===== src/rtl/pe_dot_sequencer.sv =====
// Job controller for one multiply-accumulate PE: clears the PE, streams N operand
// pairs into it, waits out the PE pipeline and returns the sum on a valid/ready port.
module pe_dot_sequencer #(
    parameter int BW         = 8,
    parameter int LEN_W      = 8,
    parameter int PE_LATENCY = 3
) (
    input  logic              i_clock,
    input  logic              i_reset,
    input  logic              i_start,
    output logic              o_start_ready,
    input  logic [LEN_W-1:0]  i_length,
    input  logic              i_op_valid,
    output logic              o_op_ready,
    input  logic [BW-1:0]     i_activation,
    input  logic [BW-1:0]     i_weight,
    output logic              o_pe_reset,
    output logic [BW-1:0]     o_pe_activation,
    output logic [BW-1:0]     o_pe_weight,
    input  logic [2*BW-1:0]   i_pe_output,
    output logic              o_result_valid,
    input  logic              i_result_ready,
    output logic [2*BW-1:0]   o_result,
    output logic              o_busy
);

    localparam int DCW = (PE_LATENCY < 1) ? 1 : $clog2(PE_LATENCY + 1);
    localparam logic [DCW-1:0] DRAIN_LAST = DCW'(PE_LATENCY);

    typedef enum logic [2:0] {
        IDLE,
        CLEAR,
        SETTLE,
        STREAM,
        DRAIN,
        RESULT
    } state_t;

    state_t            state;
    state_t            state_d;
    logic [LEN_W-1:0]  pair_cnt;
    logic [LEN_W-1:0]  pair_cnt_d;
    logic [DCW-1:0]    drain_cnt;
    logic [DCW-1:0]    drain_cnt_d;
    logic              pe_reset_d;
    logic [BW-1:0]     pe_act_d;
    logic [BW-1:0]     pe_wgt_d;
    logic [2*BW-1:0]   result_d;
    logic              result_valid_d;

    // Handshake readiness is a pure state decode, so there is no path from i_op_valid.
    assign o_start_ready = (state == IDLE);
    assign o_op_ready    = (state == STREAM);
    assign o_busy        = (state != IDLE);

    always_comb begin
        state_d        = state;
        pair_cnt_d     = pair_cnt;
        drain_cnt_d    = drain_cnt;
        pe_reset_d     = 1'b0;
        pe_act_d       = '0;
        pe_wgt_d       = '0;
        result_d       = o_result;
        result_valid_d = o_result_valid;

        case (state)
            IDLE: begin
                if (i_start) begin
                    pair_cnt_d = i_length;
                    pe_reset_d = 1'b1;
                    state_d    = CLEAR;
                end
            end
            CLEAR: begin
                state_d = SETTLE;
            end
            SETTLE: begin
                drain_cnt_d = '0;
                state_d     = (pair_cnt == '0) ? DRAIN : STREAM;
            end
            STREAM: begin
                // Bubbles leave the operand registers at zero so the PE adds nothing.
                if (i_op_valid) begin
                    pe_act_d   = i_activation;
                    pe_wgt_d   = i_weight;
                    pair_cnt_d = pair_cnt - LEN_W'(1);
                    if (pair_cnt == LEN_W'(1)) begin
                        drain_cnt_d = '0;
                        state_d     = DRAIN;
                    end
                end
            end
            DRAIN: begin
                if (drain_cnt == DRAIN_LAST) begin
                    result_d       = i_pe_output;
                    result_valid_d = 1'b1;
                    state_d        = RESULT;
                end else begin
                    drain_cnt_d = drain_cnt + DCW'(1);
                end
            end
            RESULT: begin
                if (i_result_ready) begin
                    result_valid_d = 1'b0;
                    state_d        = IDLE;
                end
            end
            default: begin
                state_d = IDLE;
            end
        endcase
    end

    // The PE clear is held through our own reset so an aborted job leaves no residue.
    always_ff @(posedge i_clock) begin
        if (i_reset) begin
            state           <= IDLE;
            pair_cnt        <= '0;
            drain_cnt       <= '0;
            o_pe_reset      <= 1'b1;
            o_pe_activation <= '0;
            o_pe_weight     <= '0;
            o_result        <= '0;
            o_result_valid  <= 1'b0;
        end else begin
            state           <= state_d;
            pair_cnt        <= pair_cnt_d;
            drain_cnt       <= drain_cnt_d;
            o_pe_reset      <= pe_reset_d;
            o_pe_activation <= pe_act_d;
            o_pe_weight     <= pe_wgt_d;
            o_result        <= result_d;
            o_result_valid  <= result_valid_d;
        end
    end

endmodule

===== config.mk =====
export PLATFORM = sky130hd
export DESIGN_NAME = pe_dot_sequencer
export DESIGN_NICKNAME = d
export VERILOG_FILES = /design/src/rtl/pe_dot_sequencer.sv
export SDC_FILE = /design/constraint.sdc
export NUM_CORES = 1
export LEC_CHECK = 0
export BUFFER_PORTS_ARGS = -buffer_cell sky130_fd_sc_hd__buf_2
export CELL_PAD_IN_SITES_DETAIL_PLACEMENT = 0
export CELL_PAD_IN_SITES_GLOBAL_PLACEMENT = 1
export CORE_ASPECT_RATIO = 1.1
export CORE_UTILIZATION = 34
export CTS_CLUSTER_DIAMETER = 40
export DETAILED_ROUTE_END_ITERATION = 8
export GPL_TIMING_DRIVEN = 0
export PLACE_DENSITY = 0.76
export SYNTH_ARGS = -nofsm -noshare
export SYNTH_HDL_FRONTEND = slang
export SYNTH_SLANG_ARGS = --single-unit

===== constraint.sdc =====
create_clock -name i_clock -period 1.95 [get_ports i_clock]
set_input_delay 0.39 -clock i_clock [delete_from_list [all_inputs] [get_ports i_clock]]
set_output_delay 0.39 -clock i_clock [all_outputs]
set_load 0.05 [all_outputs]

==> impl_metrics.json, run 1 <==
{
  "finalWirelength_mm": 4.757,
  "synthMuxAreaShare_pct": 1.004,
  "die_w_um": 75.03,
  "clock-sinks": 47,
  "critical_path.cell_chain": "buf_4 -> nand3b_4 -> inv_4 -> buf_4",
  "drtPass1Iterations": 4,
  "r2r_cells": 6,
  "async_flop_share_pct": 0,
  "area_growth_pct": 30.80,
  "hp-class": "input pin to flip-flop",
  "rows": 28,
  "crit_cells": 4,
  "rsz0062_at_grt": "no",
  "cp_top_family": "buffers and inverters",
  "yosysSeqAreaShare_pct": 47.18,
  "max-vdd-ir-drop_uv": 538.4,
  "min_period_ns": 1.816,
  "layout_common_cells": "86 x buf_2, 47 x dfxtp_1, 44 x nand2_1, 31 x a21oi_1, 17 x and2_1",
  "skew_ns": 0.004112,
  "status": "complete, no violations",
  "power_leakage_nw": 1.198,
  "synth_edf_count": 0,
  "port-buffer-count": 81,
  "ff2ff_setup_slack_ns": 0.29,
  "wire_per_inst_um": 12.26,
  "worstMarginPinSlew_ns": 0.5140,
  "grt_util_all_layers_pct": 16.32,
  "power_density_nw_per_um2": 1131,
  "critPathLaunchType": "flip-flop",
  "cts.path.max_buffers": 2,
  "hold_viol_final": 0,
  "place.gp.congestion": 0.7570,
  "vias_per_cell": 4.781,
  "die-area_um2": 6177,
  "ys_seq_elements": 47,
  "synth_simple_gate_area_share_pct": 27.29,
  "final_nets": 361,
  "drcViolationCount": 0,
  "fin_area_um2": 2609,
  "yosys.area_share.adder_pct": 2.509,
  "drtAntennaViolNets": 0,
  "grt_pass1_wl_mm": 7.610,
  "cpPeakStageDelay_ns": 0.40,
  "dpl.hpwl_mm": 3.578,
  "synth-xor-area-share_pct": 0.4391,
  "multiInputGateArea_um2": 997.2,
  "dieHeight_um": 82.33,
  "timing.hold.ws_ns": 0.2865,
  "slew_violations": 0,
  "grt_antenna_before_repair": 0,
  "syn_inst": 224,
  "clk-insertion-delay-late_ns": 0.29,
  "synth.avg_cell_area_um2": 8.904,
  "cts_root_buf": "clkbuf_8",
  "relSlewSlack_pct": 65.73,
  "maxCapViolations": 0,
  "antenna_cells": 0,
  "final_common_cell": "buf_2",
  "clkTransAtPathRegs_ns": 0.09,
  "setup_viol": 0,
  "worstPathArrival_ns": 1.43,
  "synth_top_family_by_area": "simple AND/OR/NAND/NOR gates",
  "io_pins": 82,
  "final_layout_size_suffix_gt1_share_pct": 34.82,
  "seq_area_um2": 940.9,
  "drt_iter0_drc": 85,
  "grt_max_degree": 16,
  "fmax_mhz": 550.6,
  "postCtsSetupBuffers": 0,
  "tns_ns": 0,
  "h-tree-depth": 2,
  "timing.critical_path.from": "state[0]",
  "vias": 1855,
  "reg2reg_to": "o_result[8]",
  "core_area_um2": 5500,
  "cp_max_fo": 10,
  "path_class": "flip-flop to primary output",
  "fill_cells": 574,
  "crit_buf_inv": 3,
  "syn_nets": 273,
  "dpl_cell_area_um2": 2494,
  "initial_core_util_pct": 36.26,
  "yosysWarnings": 0,
  "grt_pass1_vias": 1635,
  "grt-ovfl-total": 0,
  "synth_cell_type_count": 46,
  "critPathCapture": "o_op_ready",
  "min_period_over_period_pct": 93.15,
  "cp_data_required_time_ns": 1.56,
  "synth-compound-area-share_pct": 18.32,
  "syn-cell-area_um2": 1994,
  "reg2reg_from": "state[1]",
  "cpMaxStageDelayCell": "dfxtp_1",
  "ys.flop_type": "dfxtp_1",
  "crit_top_cell": "buf_4",
  "critPathCaptureType": "primary output",
  "cts_buffers": 5,
  "cts_tree": "yes"
}
[through the flow]
step / instances / setup WS, ns / utilization, % / total power [W]
global route: 388 / 0.02400 / 47.43 / 0.003154
floorplan: 224 / 0.03425 / - / 0.002050
global placement: 380 / 0.1849 / 45.34 / 0.002321
CTS: 388 / 0.04591 / 47.38 / 0.002970
finish: 388 / 0.1337 / 47.43 / 0.002949
detailed placement: 380 / 0.2009 / 45.34 / 0.002323
[cell type report]
| cell class | count | share of cell area (%) |
|---|---|---|
| clock inverter | 2 | 0.6235 |
| timing repair buffer | 81 | 15.64 |
| multi-input combinational | 162 | 38.23 |
| tap | 75 | 3.597 |
| buffer | 11 | 2.014 |
| inverter | 4 | 0.6715 |
| sequential | 47 | 36.07 |
| clock buffer | 6 | 3.165 |
[cells in the mapped netlist (3+ instances only)]
cell type,n,area (um^2)
ha_1,4,50.05
buf_2,7,35.03
clkbuf_1,4,15.01
dfxtp_1,47,940.9
a21o_1,5,37.54
nand3_1,3,15.01
nor2_1,8,30.03
o21ai_1,5,25.02
a21oi_1,31,155.2
and2_1,17,106.4
nand2_1,44,165.2
nand4b_1,3,26.28
[registers in the layout, indices dropped and copies added, names as in the netlist]
| register | flops |
|---|---|
| drain_cnt | 2 |
| o_pe_activation | 8 |
| o_pe_reset | 1 |
| o_pe_weight | 8 |
| o_result | 16 |
| o_result_valid | 1 |
| pair_cnt | 8 |
| state | 3 |
[where the power goes]
group | total, W | internal (W) | switching, W
logic | 0.00116 | 0.000449 | 0.000711
registers | 0.00116 | 0.00105 | 0.000109
clock network | 0.000630 | 0.000290 | 0.000340
[metal layers]
layer	GRT usage [%]	routed length (um)
met5	0	0
met4	4.528	61
met3	4.369	215
met1	20.27	2156
met2	27.66	2325
[cells by family after synthesis]
family / after synthesis
xor+xnor: 1
buf+inv: 15
mux: 2
fa+ha+maj: 4
compound gates: 57
flops: 47
simple gates: 98
[worst min path at each step]
stage                    startpoint                 end  slack (ns)  cells after the start
floorplan              drain_cnt[1]        drain_cnt[1]        0.46                      2
global placement       o_result[10]        o_result[10]        0.44                      2
detailed placement      o_result[0]         o_result[0]        0.44                      2
CTS                     i_weight[7]      o_pe_weight[7]        0.27                      2
global route            i_weight[5]      o_pe_weight[5]        0.27                      2
finish              i_activation[4]  o_pe_activation[4]        0.29                      2
[timing repair]
item | CTS | global route
setup endpoints to repair | 1 | 1
gates resized for setup | 3 | 2
hold buffers | 0 | 0
pin swaps | 0 | 0
Note: power is estimated with default switching activity, not from simulation.
==> run 2: changes to the inputs <==
==> constraint.sdc (replaced) <==
create_clock -name i_clock -period 1.8 [get_ports i_clock]
set_input_delay 0.36 -clock i_clock [delete_from_list [all_inputs] [get_ports i_clock]]
set_output_delay 0.36 -clock i_clock [all_outputs]
set_load 0.05 [all_outputs]
==> impl_metrics.json, run 2 (synthesis gave the netlist of run 1 again) <==
{
  "critPathCaptureType": "primary output",
  "worstPathArrival_ns": 1.38,
  "hold_end": "o_pe_activation[0]",
  "min_period_over_period_pct": 96.45,
  "cts_tree": "yes",
  "cp_max_fo": 10,
  "status": "complete, no violations",
  "grt_util_all_layers_pct": 16.35,
  "clk-insertion-delay-late_ns": 0.30,
  "grt_pass1_wl_mm": 7.603,
  "fill_cells": 552,
  "io_pins": 82,
  "cp_data_required_time_ns": 1.44,
  "cts_root_buf": "clkbuf_8",
  "slew_violations": 0,
  "ff2ff_setup_slack_ns": 0.13,
  "rows": 28,
  "maxCapViolations": 0,
  "area_growth_pct": 33.06,
  "drtAntennaViolNets": 0,
  "wire_per_inst_um": 12.41,
  "timing.hold.ws_ns": 0.2499,
  "final_layout_size_suffix_gt1_share_pct": 35.78,
  "h-tree-depth": 2,
  "whs_path_depth": 2,
  "layout_common_cells": "84 x buf_2, 46 x dfxtp_1, 44 x nand2_1, 31 x a21oi_1, 17 x and2_1",
  "final_nets": 361,
  "largest_reg_flops": 16,
  "power_leakage_nw": 1.214,
  "rsz0062_at_grt": "no",
  "finalWirelength_mm": 4.814,
  "clkTransAtPathRegs_ns": 0.09,
  "drcViolationCount": 0,
  "cts_hold_buf": 0,
  "dieHeight_um": 82.33,
  "max-vdd-ir-drop_uv": 545.6,
  "core_area_um2": 5500,
  "postCtsSetupBuffers": 0,
  "multiInputGateArea_um2": 1008,
  "seq_area_um2": 942.2,
  "setup_ws_ns": 0.06382,
  "vias_per_cell": 4.742,
  "final_common_cell": "buf_2",
  "pre_cts_ws_ns": 0.03984,
  "cts_buffers": 5,
  "hold_viol_final": 0,
  "initial_core_util_pct": 36.26,
  "drt_iter0_drc": 59,
  "grt-ovfl-total": 0,
  "worstMarginPinSlew_ns": 0.5467,
  "reg2reg_to": "state[2]",
  "die-area_um2": 6177,
  "dpl.hpwl_mm": 3.609,
  "vias": 1840,
  "port-buffer-count": 81,
  "die_w_um": 75.03,
  "cts.path.max_buffers": 2,
  "path_class": "flip-flop to primary output",
  "r2r_cells": 4,
  "antenna_cells": 0,
  "timing.critical_path.from": "state[1]",
  "min_period_ns": 1.736,
  "fmax_mhz": 576.0,
  "hp-class": "input pin to flip-flop",
  "critPathLaunchType": "flip-flop",
  "grt_pass1_vias": 1638,
  "power_density_nw_per_um2": 1271,
  "setup_viol": 0,
  "drtPass1Iterations": 4,
  "holdCritStartpoint": "i_activation[0]",
  "clock-sinks": 47,
  "grt_max_degree": 17,
  "place.gp.congestion": 0.8163,
  "grt_antenna_before_repair": 0,
  "reg2reg_from": "pair_cnt[2]",
  "relSlewSlack_pct": 63.55,
  "skew_ns": 0.008522,
  "top_register": "o_result"
}
run 2: how the worst max path moves through the flow:
stage / cells after the start / endpoint / slack [ns]
2_1_floorplan: 6 / state[2] / -0.09
3_3_place_gp: 5 / o_pe_activation[0] / 0.02
3_5_place_dp: 5 / o_pe_weight[3] / 0.04
4_1_cts: 4 / o_op_ready / 0.009
5_1_grt: 4 / state[2] / 0.002
6_report: 3 / o_start_ready / 0.06
run 2: what timing repair did:
action | in CTS | in global routing
setup endpoints to repair | 1 | 11
gates resized for setup | 4 | 4
pin swaps | 0 | 1
run 2: stage by stage:
step	utilization, %	total power [W]	instances	setup TNS, ns	area (um^2)
floorplan	-	0.002260	224	-0.1294	2009
global placement	45.61	0.002543	380	0	2509
detailed placement	45.61	0.002554	380	0	2509
CTS	48.02	0.003383	388	0	2641
global route	48.25	0.003579	388	0	2654
finish	48.25	0.003374	388	0	2654
run 2: power by group:
| group | switching [W] | internal, W | total [W] | leakage (nW) |
|---|---|---|---|---|
| Sequential | 0.000117 | 0.00114 | 0.00126 | 0.381 |
| Combinational | 0.000786 | 0.000527 | 0.00131 | 0.774 |
| Clock | 0.000382 | 0.000421 | 0.000804 | 0.0587 |
| Total | 0.00128 | 0.00209 | 0.00337 | 1.21 |
run 2: routing by layer:
| layer | up-vias | wire, um | track usage (%) |
|---|---|---|---|
| met3 | 5 | 214 | 4.005 |
| li1 | 954 | - | - |
| met4 | 0 | 69 | 5.283 |
| met1 | 834 | 2173 | 20.21 |
| met2 | 47 | 2356 | 27.75 |
| met5 | - | 0 | 0 |
run 2: cell type report:
class                           count  share of cell area (%)
Buffer                             11                   2.357
Clock buffer                        5                   2.593
Clock inverter                      3                   1.792
Inverter                            4                  0.7544
Multi-Input combinational cell    162                   38.00
Sequential cell                    47                   35.50
Tap cell                           75                   3.536
Timing Repair Buffer               81                   15.46
run 2: worst max-delay path: stages, from the launching register on:
cell      delay, ns
dfxtp_1        0.32
buf_6          0.14
nor3_4         0.31
clkbuf_4       0.32
